## config.mk

```make
export PLATFORM = sky130hd
export DESIGN_NAME = mem_access_unit
export DESIGN_NICKNAME = d
export VERILOG_FILES = /design/src/rtl/mem_access_unit.sv
export SDC_FILE = /design/constraint.sdc
export NUM_CORES = 1
export LEC_CHECK = 0
export CAP_MARGIN = 0
export CELL_PAD_IN_SITES_DETAIL_PLACEMENT = 1
export CELL_PAD_IN_SITES_GLOBAL_PLACEMENT = 2
export CORE_ASPECT_RATIO = 0.8
export CORE_UTILIZATION = 32
export CTS_CLUSTER_DIAMETER = 200
export CTS_CLUSTER_SIZE = 25
export DETAILED_ROUTE_END_ITERATION = 8
export PLACE_DENSITY_LB_ADDON = 0.1
export SETUP_SLACK_MARGIN = 0.02
export SYNTH_ARGS = -nofsm -noshare
export SYNTH_HDL_FRONTEND = slang
export SYNTH_SLANG_ARGS = --single-unit
```

## constraint.sdc

```tcl
create_clock -name clk -period 4.95 [get_ports clk]
set_clock_uncertainty 0.1 [all_clocks]
set_input_delay 0.7425 -clock clk [delete_from_list [all_inputs] [get_ports clk]]
set_output_delay 0.7425 -clock clk [all_outputs]
set_load 0.005 [all_outputs]
```

## src/rtl/mem_access_unit.sv

```systemverilog
// mem_access_unit
//
// Load/store front end between the multi-cycle CPU controller and a
// byte-banked, big-endian 32-bit data memory. One request at a time is
// accepted. Byte, halfword and word loads are extracted from the memory
// word and sign- or zero-extended. Byte and halfword stores are done as
// read-modify-write. Misaligned requests are rejected without touching
// memory. Completion is signalled by a one-cycle done pulse.
//
// Ports
//   clk, rst_n      clock (rising edge), asynchronous active-low reset
//   req             request strobe, sampled only while busy = 0
//   we              1 = store, 0 = load
//   size            00 byte, 01 half, 10/11 word
//   uns             1 = zero-extend loads, 0 = sign-extend
//   addr            byte address
//   wdata           store data (low 8/16 bits for byte/half stores)
//   rdata           load result, held until the next load completes
//   done            one-cycle completion pulse
//   misalign        with done: the request was rejected
//   busy            request in progress (RD or WR)
//   mem_addr        word-aligned memory address
//   mem_wdata       memory write word
//   mem_read        memory read enable
//   mem_write       memory write enable, one cycle per store
//   mem_rdata       memory read word, byte offset 0 in bits [31:24]

module mem_access_unit #(
  parameter int MEM_LAT = 2,
  parameter int AW      = 15
) (
  input  logic          clk,
  input  logic          rst_n,
  input  logic          req,
  input  logic          we,
  input  logic [1:0]    size,
  input  logic          uns,
  input  logic [AW-1:0] addr,
  input  logic [31:0]   wdata,
  output logic [31:0]   rdata,
  output logic          done,
  output logic          misalign,
  output logic          busy,
  output logic [AW-1:0] mem_addr,
  output logic [31:0]   mem_wdata,
  output logic          mem_read,
  output logic          mem_write,
  input  logic [31:0]   mem_rdata
);

  localparam logic [1:0] S_IDLE = 2'd0;
  localparam logic [1:0] S_RD   = 2'd1;
  localparam logic [1:0] S_WR   = 2'd2;
  localparam logic [1:0] S_DONE = 2'd3;

  localparam int CW = (MEM_LAT < 2) ? 1 : $clog2(MEM_LAT + 1);
  localparam logic [CW-1:0] LAT_C = CW'(MEM_LAT);
  localparam logic [CW-1:0] ONE_C = CW'(1);

  logic [1:0]    state_q, state_d;
  logic          we_q, we_d;
  logic [1:0]    size_q, size_d;
  logic          uns_q, uns_d;
  logic [1:0]    off_q, off_d;
  logic [AW-1:0] maddr_q, maddr_d;
  logic [31:0]   wdata_q, wdata_d;
  logic [31:0]   wword_q, wword_d;
  logic [31:0]   rdata_q, rdata_d;
  logic          mis_q, mis_d;
  logic [CW-1:0] cnt_q, cnt_d;
  logic          bad_align;

  // Halves must be 2-byte aligned, words (and size 11) 4-byte aligned.
  function automatic logic is_misaligned(input logic [1:0] sz, input logic [1:0] off);
    logic r;
    r = 1'b0;
    if (sz == 2'b01)  r = off[0];
    else if (sz[1])   r = |off;
    return r;
  endfunction

  // Pick the addressed lane out of a big-endian word and extend it.
  function automatic logic [31:0] extract_lane(input logic [31:0] w, input logic [1:0] sz,
                                               input logic [1:0] off, input logic u);
    logic [7:0]  b;
    logic [15:0] h;
    logic [31:0] r;
    case (off)
      2'd0:    b = w[31:24];
      2'd1:    b = w[23:16];
      2'd2:    b = w[15:8];
      default: b = w[7:0];
    endcase
    h = off[1] ? w[15:0] : w[31:16];
    case (sz)
      2'b00:   r = u ? {24'h0, b} : {{24{b[7]}}, b};
      2'b01:   r = u ? {16'h0, h} : {{16{h[15]}}, h};
      default: r = w;
    endcase
    return r;
  endfunction

  // Overwrite the addressed lane of a word with store data; other bytes kept.
  function automatic logic [31:0] merge_lane(input logic [31:0] w, input logic [31:0] d,
                                             input logic [1:0] sz, input logic [1:0] off);
    logic [31:0] r;
    r = w;
    case (sz)
      2'b00: begin
        case (off)
          2'd0:    r[31:24] = d[7:0];
          2'd1:    r[23:16] = d[7:0];
          2'd2:    r[15:8]  = d[7:0];
          default: r[7:0]   = d[7:0];
        endcase
      end
      2'b01: begin
        if (off[1]) r[15:0]  = d[15:0];
        else        r[31:16] = d[15:0];
      end
      default: r = d;
    endcase
    return r;
  endfunction

  assign bad_align = is_misaligned(size, addr[1:0]);

  always_comb begin
    state_d = state_q;
    we_d    = we_q;
    size_d  = size_q;
    uns_d   = uns_q;
    off_d   = off_q;
    maddr_d = maddr_q;
    wdata_d = wdata_q;
    wword_d = wword_q;
    rdata_d = rdata_q;
    mis_d   = mis_q;
    cnt_d   = cnt_q;

    case (state_q)
      S_IDLE, S_DONE: begin
        // DONE accepts a new request directly so back-to-back costs no cycle.
        if (req) begin
          we_d    = we;
          size_d  = size;
          uns_d   = uns;
          off_d   = addr[1:0];
          maddr_d = {addr[AW-1:2], 2'b00};
          wdata_d = wdata;
          cnt_d   = ONE_C;
          mis_d   = bad_align;
          if (bad_align) begin
            state_d = S_DONE;
          end else if (we && size[1]) begin
            wword_d = wdata;
            state_d = S_WR;
          end else begin
            state_d = S_RD;
          end
        end else begin
          mis_d   = 1'b0;
          state_d = S_IDLE;
        end
      end
      S_RD: begin
        // mem_rdata is only trusted in the last cycle of the read window.
        if (cnt_q == LAT_C) begin
          if (we_q) begin
            wword_d = merge_lane(mem_rdata, wdata_q, size_q, off_q);
            state_d = S_WR;
          end else begin
            rdata_d = extract_lane(mem_rdata, size_q, off_q, uns_q);
            state_d = S_DONE;
          end
        end else begin
          cnt_d = cnt_q + ONE_C;
        end
      end
      S_WR: begin
        state_d = S_DONE;
      end
      default: begin
        state_d = S_IDLE;
      end
    endcase
  end

  always_ff @(posedge clk or negedge rst_n) begin
    if (!rst_n) begin
      state_q <= S_IDLE;
      we_q    <= 1'b0;
      size_q  <= 2'b00;
      uns_q   <= 1'b0;
      off_q   <= 2'b00;
      maddr_q <= '0;
      wdata_q <= '0;
      wword_q <= '0;
      rdata_q <= '0;
      mis_q   <= 1'b0;
      cnt_q   <= '0;
    end else begin
      state_q <= state_d;
      we_q    <= we_d;
      size_q  <= size_d;
      uns_q   <= uns_d;
      off_q   <= off_d;
      maddr_q <= maddr_d;
      wdata_q <= wdata_d;
      wword_q <= wword_d;
      rdata_q <= rdata_d;
      mis_q   <= mis_d;
      cnt_q   <= cnt_d;
    end
  end

  // Strobes decode straight from the state register, so an asynchronous
  // reset drops them in the same instant it forces IDLE.
  assign mem_read  = (state_q == S_RD);
  assign mem_write = (state_q == S_WR);
  assign busy      = (state_q == S_RD) || (state_q == S_WR);
  assign done      = (state_q == S_DONE);
  assign misalign  = (state_q == S_DONE) && mis_q;
  assign rdata     = rdata_q;
  assign mem_addr  = maddr_q;
  assign mem_wdata = wword_q;

endmodule
```

==> results.json, run 1 <==
{
  "ctsHtreeMaxLevel": 4,
  "gr-total-overflow": 0,
  "cts_hold_buf": 0,
  "clockBufferDepth": 2,
  "antenna_cells": 0,
  "synth_cells": 626,
  "crit_chain": "inv_1, ha_2, buf_4, nor2b_1, a21boi_1, a222oi_1, o21ai_0",
  "max_stage_delay_ns": 0.70,
  "tns_ns": 0,
  "grt_antenna_before_repair": 1,
  "synth_area_leaders": "dfrtp_1 47%, mux2_2 10%, o21ai_0 4.3%",
  "power_density_nw_per_um2": 701.0,
  "via_per_inst": 5.483,
  "seq_area_frac_synth_pct": 47.26,
  "setup_ws_ns": 1.807,
  "async_reset_ff_share_pct": 100.0,
  "hpwl_um": 16520,
  "place_ws_ns": 1.721,
  "fmax_mhz": 318.2,
  "synth_ff_type": "dfrtp_1",
  "slew_viol_final": 0,
  "crit_slowest_cell": "nor2b_1",
  "report.final.setup_viol": 0,
  "min_path_type": "input pin to async pin",
  "grt_start_max_net_pins": 51,
  "min_period_ns": 3.143,
  "rsz0062_at_grt": "no",
  "path_buf_inv": 2,
  "wl_per_cell_um": 21.84,
  "p_leak_nw": 3.601,
  "r2r_slack_ns": 1.81,
  "hold_viol_final": 0,
  "ys_ff_latch": 120,
  "root_buffer": "clkbuf_16",
  "die_w_um": 159.5,
  "clk_latency_ns": 0.42,
  "gp_congestion": 0.8166,
  "cts_buffers": 17,
  "cts_tree": "done",
  "syn_area_per_cell_um2": 10.15,
  "final_antenna_net_count": 0,
  "boundaryPins": 170,
  "cts-resized-gates": 0,
  "netlist_top_cells_count": "120 x dfrtp_1, 59 x mux2_2, 54 x o21ai_0, 48 x nand2_1, 40 x a21oi_1",
  "clkTransAtPathRegs_ns": 0.06,
  "synthDistinctLibCells": 53,
  "cts.sinks": 120,
  "cp.arrival_ns": 3.37,
  "vias": 5708,
  "synth_top_area_share_pct": 47.26,
  "syn-cell-area_um2": 6354,
  "worst_pin_slew_ns": 1.033,
  "layout.nets": 860,
  "grt_pass1_wl_um": 35520,
  "core_um2": 19200,
  "fin_crit_sh_pct": 63.50,
  "initial_core_util_pct": 33.09,
  "drc_errors": 18,
  "grt_pass1_vias": 6021,
  "worst_hold_slack_ns": 0.1687,
  "dr.pass1.iters": 9,
  "criticalPathCategory": "register to register",
  "crit_path_start_kind": "register",
  "totalWireLength_um": 22730,
  "slew_headroom_pct": 31.15,
  "ir_drop_mv": 0.3471,
  "path_max_fanout": 50,
  "area_growth_pct": 38.83,
  "violations": "design-rule violations",
  "rows": 45,
  "post-cts-setup-buffers": 0,
  "drv_cap": 0,
  "outcome": "complete, but fails checks",
  "dieArea_um2": 20430,
  "die_h_um": 128.0,
  "yosys.cell_count.top_type": "dfrtp_1",
  "cp.required_ns": 5.18,
  "yosys.area.top_type": "dfrtp_1",
  "drive_above_1_share_pct": 15.96,
  "io_buffers": 167,
  "critPathTopFamily": "compound AO/OA/AOI/OAI gates",
  "synth_edf_count": 0,
  "final_util_pct": 45.94,
  "drt_iter0_drc": 342,
  "grt_use_total_pct": 23.03,
  "yosysWarnings": 0,
  "crit_path_end_kind": "register"
}
## cell type report
class                           instances  area, um2
Clock buffer                           21      480.5
Clock inverter                         11      168.9
Sequential cell                       120       3003
Inverter                               15      56.30
Timing Repair Buffer                  178       1752
Tap cell                              258      322.8
Fill cell                            2114      10380
Multi-Input combinational cell        438       3038
## stage by stage
stage | power [mW] | cell area, um2 | std cells
floorplan | 3.588 | 6357 | 627
global placement | 4.735 | 8172 | 1009
detailed placement | 4.841 | 8172 | 1009
CTS | 6.234 | 8821 | 1041
global route | 6.587 | 8821 | 1041
finish | 6.184 | 8821 | 1041
## registers in the layout, indices dropped and copies added (netlist names)
signal,cells
mem_wdata,32
rdata,32
wdata_q,32
mem_addr,13
cnt_q,2
off_q,2
size_q,2
state_q,2
mis_q,1
uns_q,1
we_q,1
## cells in the final DEF (no fill, tap or decap), types with 3 or more instances in the layout
master           netlist  routed
nor4_1                 3       3
clkdlybuf4s50_1        0     166
nor3_1                11      11
a222oi_1               7       7
o21ai_0               54      54
o2111ai_1             10      10
a21oi_1               40      40
nand2b_1               3       3
or3b_2                 6       6
clkbuf_8               0       4
clkbuf_16              0      17
nor2_1                35      34
bufinv_16              0       4
a22o_1                 8       8
mux2i_1               21      21
o211ai_1              15      15
o31ai_1                8       8
nand3_1               32      32
mux2_4                 7       7
o311a_1                3       3
mux2_2                59      59
dfrtp_1              120     120
ha_1                   4       3
a32oi_1                8       8
inv_1                 14      14
a22oi_1                8       8
nand2_1               48      47
nor2b_1                5       5
buf_4                  6      12
o22ai_1                8       8
or3_1                  8       8
clkinvlp_4             0       4
## worst paths after layout
kind	from	endpoint	depth (start not counted)
max reg2reg	state_q[1]$_DFFE_PN0N_	mem_wdata[2]$_DFFE_PN0P_	7
min	rst_n	mem_wdata[2]$_DFFE_PN0P_	1
max in group asynchronous	rst_n	wdata_q[9]$_DFFE_PN0P_	2
min reg2reg	rdata[1]$_DFFE_PN0P_	rdata[1]$_DFFE_PN0P_	2
max	state_q[1]$_DFFE_PN0N_	mem_wdata[2]$_DFFE_PN0P_	7
min in group clk	rdata[1]$_DFFE_PN0P_	rdata[1]$_DFFE_PN0P_	2
## per-layer routing
metal	up-vias	GRT usage (%)	wire length (um)
met3	35	6.115	1482
met4	0	8.993	529
met5	-	0	0
li1	2595	-	-
met1	2888	30.42	10340
met2	190	36.06	10380
## where the power goes
part,leakage (nW),total (mW),internal (mW),switching [mW]
clock network,0.307,1.36,0.894,0.461
logic,1.91,2.93,1.50,1.43
registers,1.39,1.89,1.46,0.433
total,3.60,6.18,3.86,2.33
## cells by family after synthesis
family	share of synthesized area, %
AND/OR/NAND/NOR	11.99
other	0.05902
adder cells (fa/ha/maj)	0.7877
buffers and inverters	5.100
AO/OA/AOI/OAI	19.02
flip-flops	47.26
multiplexers	15.77
(Power assumes the default switching activity.)
==> run 2, diff against run 1 <==
--- a/config.mk
+++ b/config.mk
@@ -9,7 +9,7 @@
 export CELL_PAD_IN_SITES_DETAIL_PLACEMENT = 1
 export CELL_PAD_IN_SITES_GLOBAL_PLACEMENT = 2
 export CORE_ASPECT_RATIO = 0.8
-export CORE_UTILIZATION = 32
+export CORE_UTILIZATION = 30
 export CTS_CLUSTER_DIAMETER = 200
 export CTS_CLUSTER_SIZE = 25
 export DETAILED_ROUTE_END_ITERATION = 8
==> constraint.sdc (replaced) <==
create_clock -name clk -period 3.2 [get_ports clk]
set_clock_uncertainty 0.1 [all_clocks]
set_input_delay 0.48 -clock clk [delete_from_list [all_inputs] [get_ports clk]]
set_output_delay 0.48 -clock clk [all_outputs]
set_load 0.005 [all_outputs]
==> results.json, run 2 (synthesized netlist as in run 1, its figures left out) <==
{
  "drive_above_1_share_pct": 17.00,
  "boundaryPins": 170,
  "p_int_mw": 5.823,
  "drc_errors": 0,
  "fin_crit_sh_pct": 87.44,
  "grt_pass1_vias": 6127,
  "drt_iter0_drc": 407,
  "slew_headroom_pct": 48.85,
  "grt_antenna_before_repair": 0,
  "worst_pin_slew_ns": 0.7650,
  "root_buffer": "clkbuf_16",
  "pwr-share-clk_pct": 20.2,
  "initial_core_util_pct": 30.69,
  "worst_hold_slack_ns": 0.3833,
  "hold_viol_final": 0,
  "power_density_nw_per_um2": 1079,
  "top_usage_layer": "met2",
  "cts_tree": "done",
  "place_ws_ns": 0.5616,
  "slew_viol_final": 0,
  "comb_power_share_pct": 49.1,
  "grt_use_total_pct": 22.60,
  "most-common-layout-cells": "166 x clkdlybuf4s50_1, 120 x dfrtp_1, 59 x mux2_2",
  "hpwl_um": 17250,
  "core_um2": 20700,
  "tns_ns": 0,
  "cts_buffers": 17,
  "grtUsageMet1_pct": 31.58,
  "crit_path_end_kind": "output port",
  "fmax_mhz": 357.4,
  "clk_latency_ns": 0.43,
  "path_max_fanout": 22,
  "p_sw_mw": 3.750,
  "cp.arrival_ns": 2.22,
  "postLayoutCellArea_um2": 8870,
  "dieArea_um2": 21770,
  "antenna_cells": 0,
  "clkTransAtPathRegs_ns": 0.06,
  "area_growth_pct": 39.60,
  "outcome": "complete, no violations",
  "power_mw": 9.573,
  "ir_drop_mv": 0.4968,
  "dp.cells": 1030,
  "instances_no_fill": 1063,
  "report.final.setup_viol": 0,
  "grt_start_max_net_pins": 50,
  "via_per_inst": 5.420,
  "vias": 5761,
  "sw_frac_of_total_pct": 39.18,
  "seqPwrFrac_pct": 30.7,
  "io_buffers": 167,
  "cts.sinks": 120,
  "min_path_type": "register to register",
  "p_leak_nw": 3.628,
  "final_common_cell": "clkdlybuf4s50_1",
  "layout.nets": 871,
  "rsz0062_at_grt": "no",
  "final_antenna_net_count": 0,
  "placed_cell_area_um2": 8273,
  "clockBufferDepth": 2,
  "ctsHtreeMaxLevel": 4,
  "post-cts-setup-buffers": 0,
  "setup_ws_ns": 0.4020,
  "drv_cap": 0,
  "dr.pass1.iters": 5,
  "wl_per_cell_um": 22.19,
  "die_h_um": 132.2,
  "cp.required_ns": 2.62,
  "totalWireLength_um": 23590,
  "gr-total-overflow": 0,
  "globalRouteMet3Util_pct": 5.379,
  "grt_pass1_wl_um": 36850,
  "min_period_ns": 2.798,
  "crit_path_start_kind": "register",
  "use_met2_pct": 35.08,
  "gp_congestion": 0.9175,
  "criticalPathCategory": "register to output port",
  "rows": 47,
  "final_util_pct": 42.85,
  "die_w_um": 164.7
}
[run 2: worst paths after layout]
check / start / to / slack (ns) / cells after the start
max in group asynchronous: rst_n / mem_addr[7]$_DFFE_PN0P_ / 1.63 / 3
max: state_q[1]$_DFFE_PN0N_ / mem_read / 0.40 / 4
min in group asynchronous: rst_n / mem_wdata[6]$_DFFE_PN0P_ / 0.51 / 2
max reg2reg: off_q[1]$_DFFE_PN0P_ / rdata[26]$_DFFE_PN0P_ / 0.71 / 4
min reg2reg: rdata[0]$_DFFE_PN0P_ / rdata[0]$_DFFE_PN0P_ / 0.38 / 2
min: rdata[0]$_DFFE_PN0P_ / rdata[0]$_DFFE_PN0P_ / 0.38 / 2
[run 2: routing by layer]
layer	wire (um)	up-vias	part of all wire, %
met4	276	0	1.2
met5	0	-	0
met2	10970	178	47
met1	11120	2943	47
met3	1216	25	5.2
li1	-	2615	-
[run 2: cell type report]
type / count / area (um2)
fill: 2263 / 11830
multi-input combinational: 438 / 3038
sequential: 120 / 3003
timing repair buffer: 189 / 1849
clock buffer: 18 / 439.2
tap: 269 / 336.6
clock inverter: 14 / 147.6
inverter: 15 / 56.30
[run 2: worst max-delay path, cell delays in order (launching register included)]
cell and delay, ns:
dfrtp_1 0.42, inv_1 0.07, ha_2 0.40, buf_4 0.34
clkdlybuf4s50_1 0.56
[run 2: power by group through the flow]
stage | combinational, mW | sequential (mW) | clock, mW
after floorplan | 2.86 | 2.70 | 0
after global placement | 4.56 | 2.91 | 0
after detailed placement | 4.70 | 2.94 | 0
after CTS | 4.73 | 2.93 | 1.96
after global routing | 5.15 | 3.03 | 2.03
final | 4.70 | 2.94 | 1.93
[run 2: what timing repair did]
action | CTS | global route
hold buffers | 1 | 0
resized for setup | 0 | 0
endpoints found under the setup margin | 0 | 0
endpoints found under the hold margin | 1 | 0
==> run 3, diff against run 2 <==
--- a/config.mk
+++ b/config.mk
@@ -9,10 +9,12 @@
 export CELL_PAD_IN_SITES_DETAIL_PLACEMENT = 1
 export CELL_PAD_IN_SITES_GLOBAL_PLACEMENT = 2
 export CORE_ASPECT_RATIO = 0.8
-export CORE_UTILIZATION = 30
+export CORE_UTILIZATION = 31
+export CTS_BUF_LIST = sky130_fd_sc_hd__clkbuf_4
 export CTS_CLUSTER_DIAMETER = 200
 export CTS_CLUSTER_SIZE = 25
 export DETAILED_ROUTE_END_ITERATION = 8
+export HOLD_SLACK_MARGIN = 0.05
 export PLACE_DENSITY_LB_ADDON = 0.1
 export SETUP_SLACK_MARGIN = 0.02
 export SYNTH_ARGS = -nofsm -noshare
==> results.json, run 3 (synthesized netlist as in run 1, its figures left out) <==
{
  "vias": 5791,
  "min_period_ns": 2.953,
  "power_density_nw_per_um2": 1037,
  "hold_viol_final": 0,
  "ctsHtreeMaxLevel": 4,
  "boundaryPins": 170,
  "root_buffer": "clkbuf_4",
  "critPathTopFamily": "buffers and inverters",
  "top_layer": "met4",
  "core_um2": 19970,
  "cts_buffers": 17,
  "area_growth_pct": 35.72,
  "wl_met1_um": 10970,
  "crit_path_end_kind": "output port",
  "fmax_mhz": 338.7,
  "final_antenna_net_count": 0,
  "cts_tree": "done",
  "tns_ns": 0,
  "min_path_type": "input pin to async pin",
  "crit_slowest_cell": "clkdlybuf4s50_1",
  "drive_above_1_share_pct": 16.96,
  "dr.pass1.iters": 5,
  "drv_cap": 0,
  "drc_errors": 0,
  "grt_antenna_before_repair": 1,
  "io_buffers": 167,
  "drt_iter0_drc": 305,
  "gr-total-overflow": 0,
  "final_util_pct": 43.18,
  "dp.cells": 1027,
  "nFillCells": 2252,
  "slew_headroom_pct": 48.28,
  "path_buf_inv": 3,
  "worst_hold_slack_ns": 0.1898,
  "cts.sinks": 120,
  "wl_per_cell_um": 22.33,
  "via_per_inst": 5.458,
  "instances_no_fill": 1061,
  "multi_input_area_um2": 3038,
  "layout.nets": 873,
  "dieArea_um2": 21080,
  "cp.depth": 4,
  "cp.required_ns": 2.62,
  "final_common_cell": "clkdlybuf4s50_1",
  "outcome": "complete, no violations",
  "report.final.setup_viol": 0,
  "wl_met3_um": 1396,
  "rows": 46,
  "totalWireLength_um": 23700,
  "path_max_fanout": 22,
  "seqCellArea_um2": 3003,
  "clockBufferDepth": 2,
  "fin_crit_sh_pct": 92.27,
  "gp_congestion": 0.9011,
  "worst_pin_slew_ns": 0.7735,
  "initial_core_util_pct": 31.81,
  "die_h_um": 130.1,
  "met2_wirelength_um": 11050,
  "grt_pass1_vias": 6236,
  "rr_worst_depth": 8,
  "post-cts-setup-buffers": 0,
  "cp.arrival_ns": 2.37,
  "hpwl_um": 17270,
  "slew_viol_final": 0,
  "grt_pass1_wl_um": 36900,
  "rsz0062_at_grt": "no",
  "p_leak_nw": 3.527,
  "crit_chain": "inv_1, ha_2, buf_4, clkdlybuf4s50_1",
  "most-common-layout-cells": "166 x clkdlybuf4s50_1, 120 x dfrtp_1, 59 x mux2_2",
  "grt_start_max_net_pins": 72,
  "max_stage_delay_ns": 0.56,
  "ir_drop_mv": 0.5515,
  "clkTransAtPathRegs_ns": 0.13,
  "grt_use_total_pct": 23.41,
  "die_w_um": 162.1,
  "crit_path_start_kind": "register",
  "clk_latency_ns": 0.55,
  "criticalPathCategory": "register to output port"
}
==> run 3: final cells by class <==
type                       instances  share of cell area, %
sequential                       120                  34.82
antenna                            1                0.02902
clock buffer                      18                  1.567
multi-input combinational        438                  35.23
inverter                          15                 0.6529
timing repair buffer             191                  21.76
clock inverter                    14                  2.104
tap                              264                  3.831
==> run 3: where the power goes <==
part           total (mW)  switching [mW]  internal, mW
clock                1.25           0.627         0.619
combinational        4.75            2.31          2.44
sequential           2.94           0.695          2.25
==> run 3: what timing repair did <==
item | in CTS | in global routing
hold buffers | 1 | 0
endpoints found under the hold margin | 120 | 0
resized for setup | 0 | 0
==> run 3: path summary, 6_finish.rpt <==
| kind | slack (ns) | startpoint | end |
|---|---|---|---|
| max | 0.25 | state_q[1]$_DFFE_PN0N_ | mem_read |
| min | 0.19 | rst_n | mem_wdata[0]$_DFFE_PN0P_ |
| max reg2reg | 0.60 | state_q[0]$_DFFE_PN0N_ | mem_wdata[4]$_DFFE_PN0P_ |
| min reg2reg | 0.39 | rdata[0]$_DFFE_PN0P_ | rdata[0]$_DFFE_PN0P_ |
| max in group asynchronous | 2.03 | rst_n | rdata[8]$_DFFE_PN0P_ |
| min in group clk | 0.39 | rdata[0]$_DFFE_PN0P_ | rdata[0]$_DFFE_PN0P_ |
==> run 3: routing by layer <==
metal / global-route usage (%) / vias up
met5: 0 / -
met1: 32.01 / 2945
met2: 37.69 / 198
met3: 4.704 / 24
met4: 6.548 / 0
li1: - / 2624
==> run 3: metrics by stage <==
| step | instance area (um2) | total power [mW] | setup WS, ns |
|---|---|---|---|
| after floorplan | 6357 | 5.551 | 1.159 |
| after global placement | 8294 | 7.546 | 0.6741 |
| after detailed placement | 8294 | 7.727 | 0.5330 |
| after CTS | 8621 | 9.020 | 0.1575 |
| after global routing | 8623 | 9.571 | 0.06841 |
| final | 8623 | 8.940 | 0.2474 |
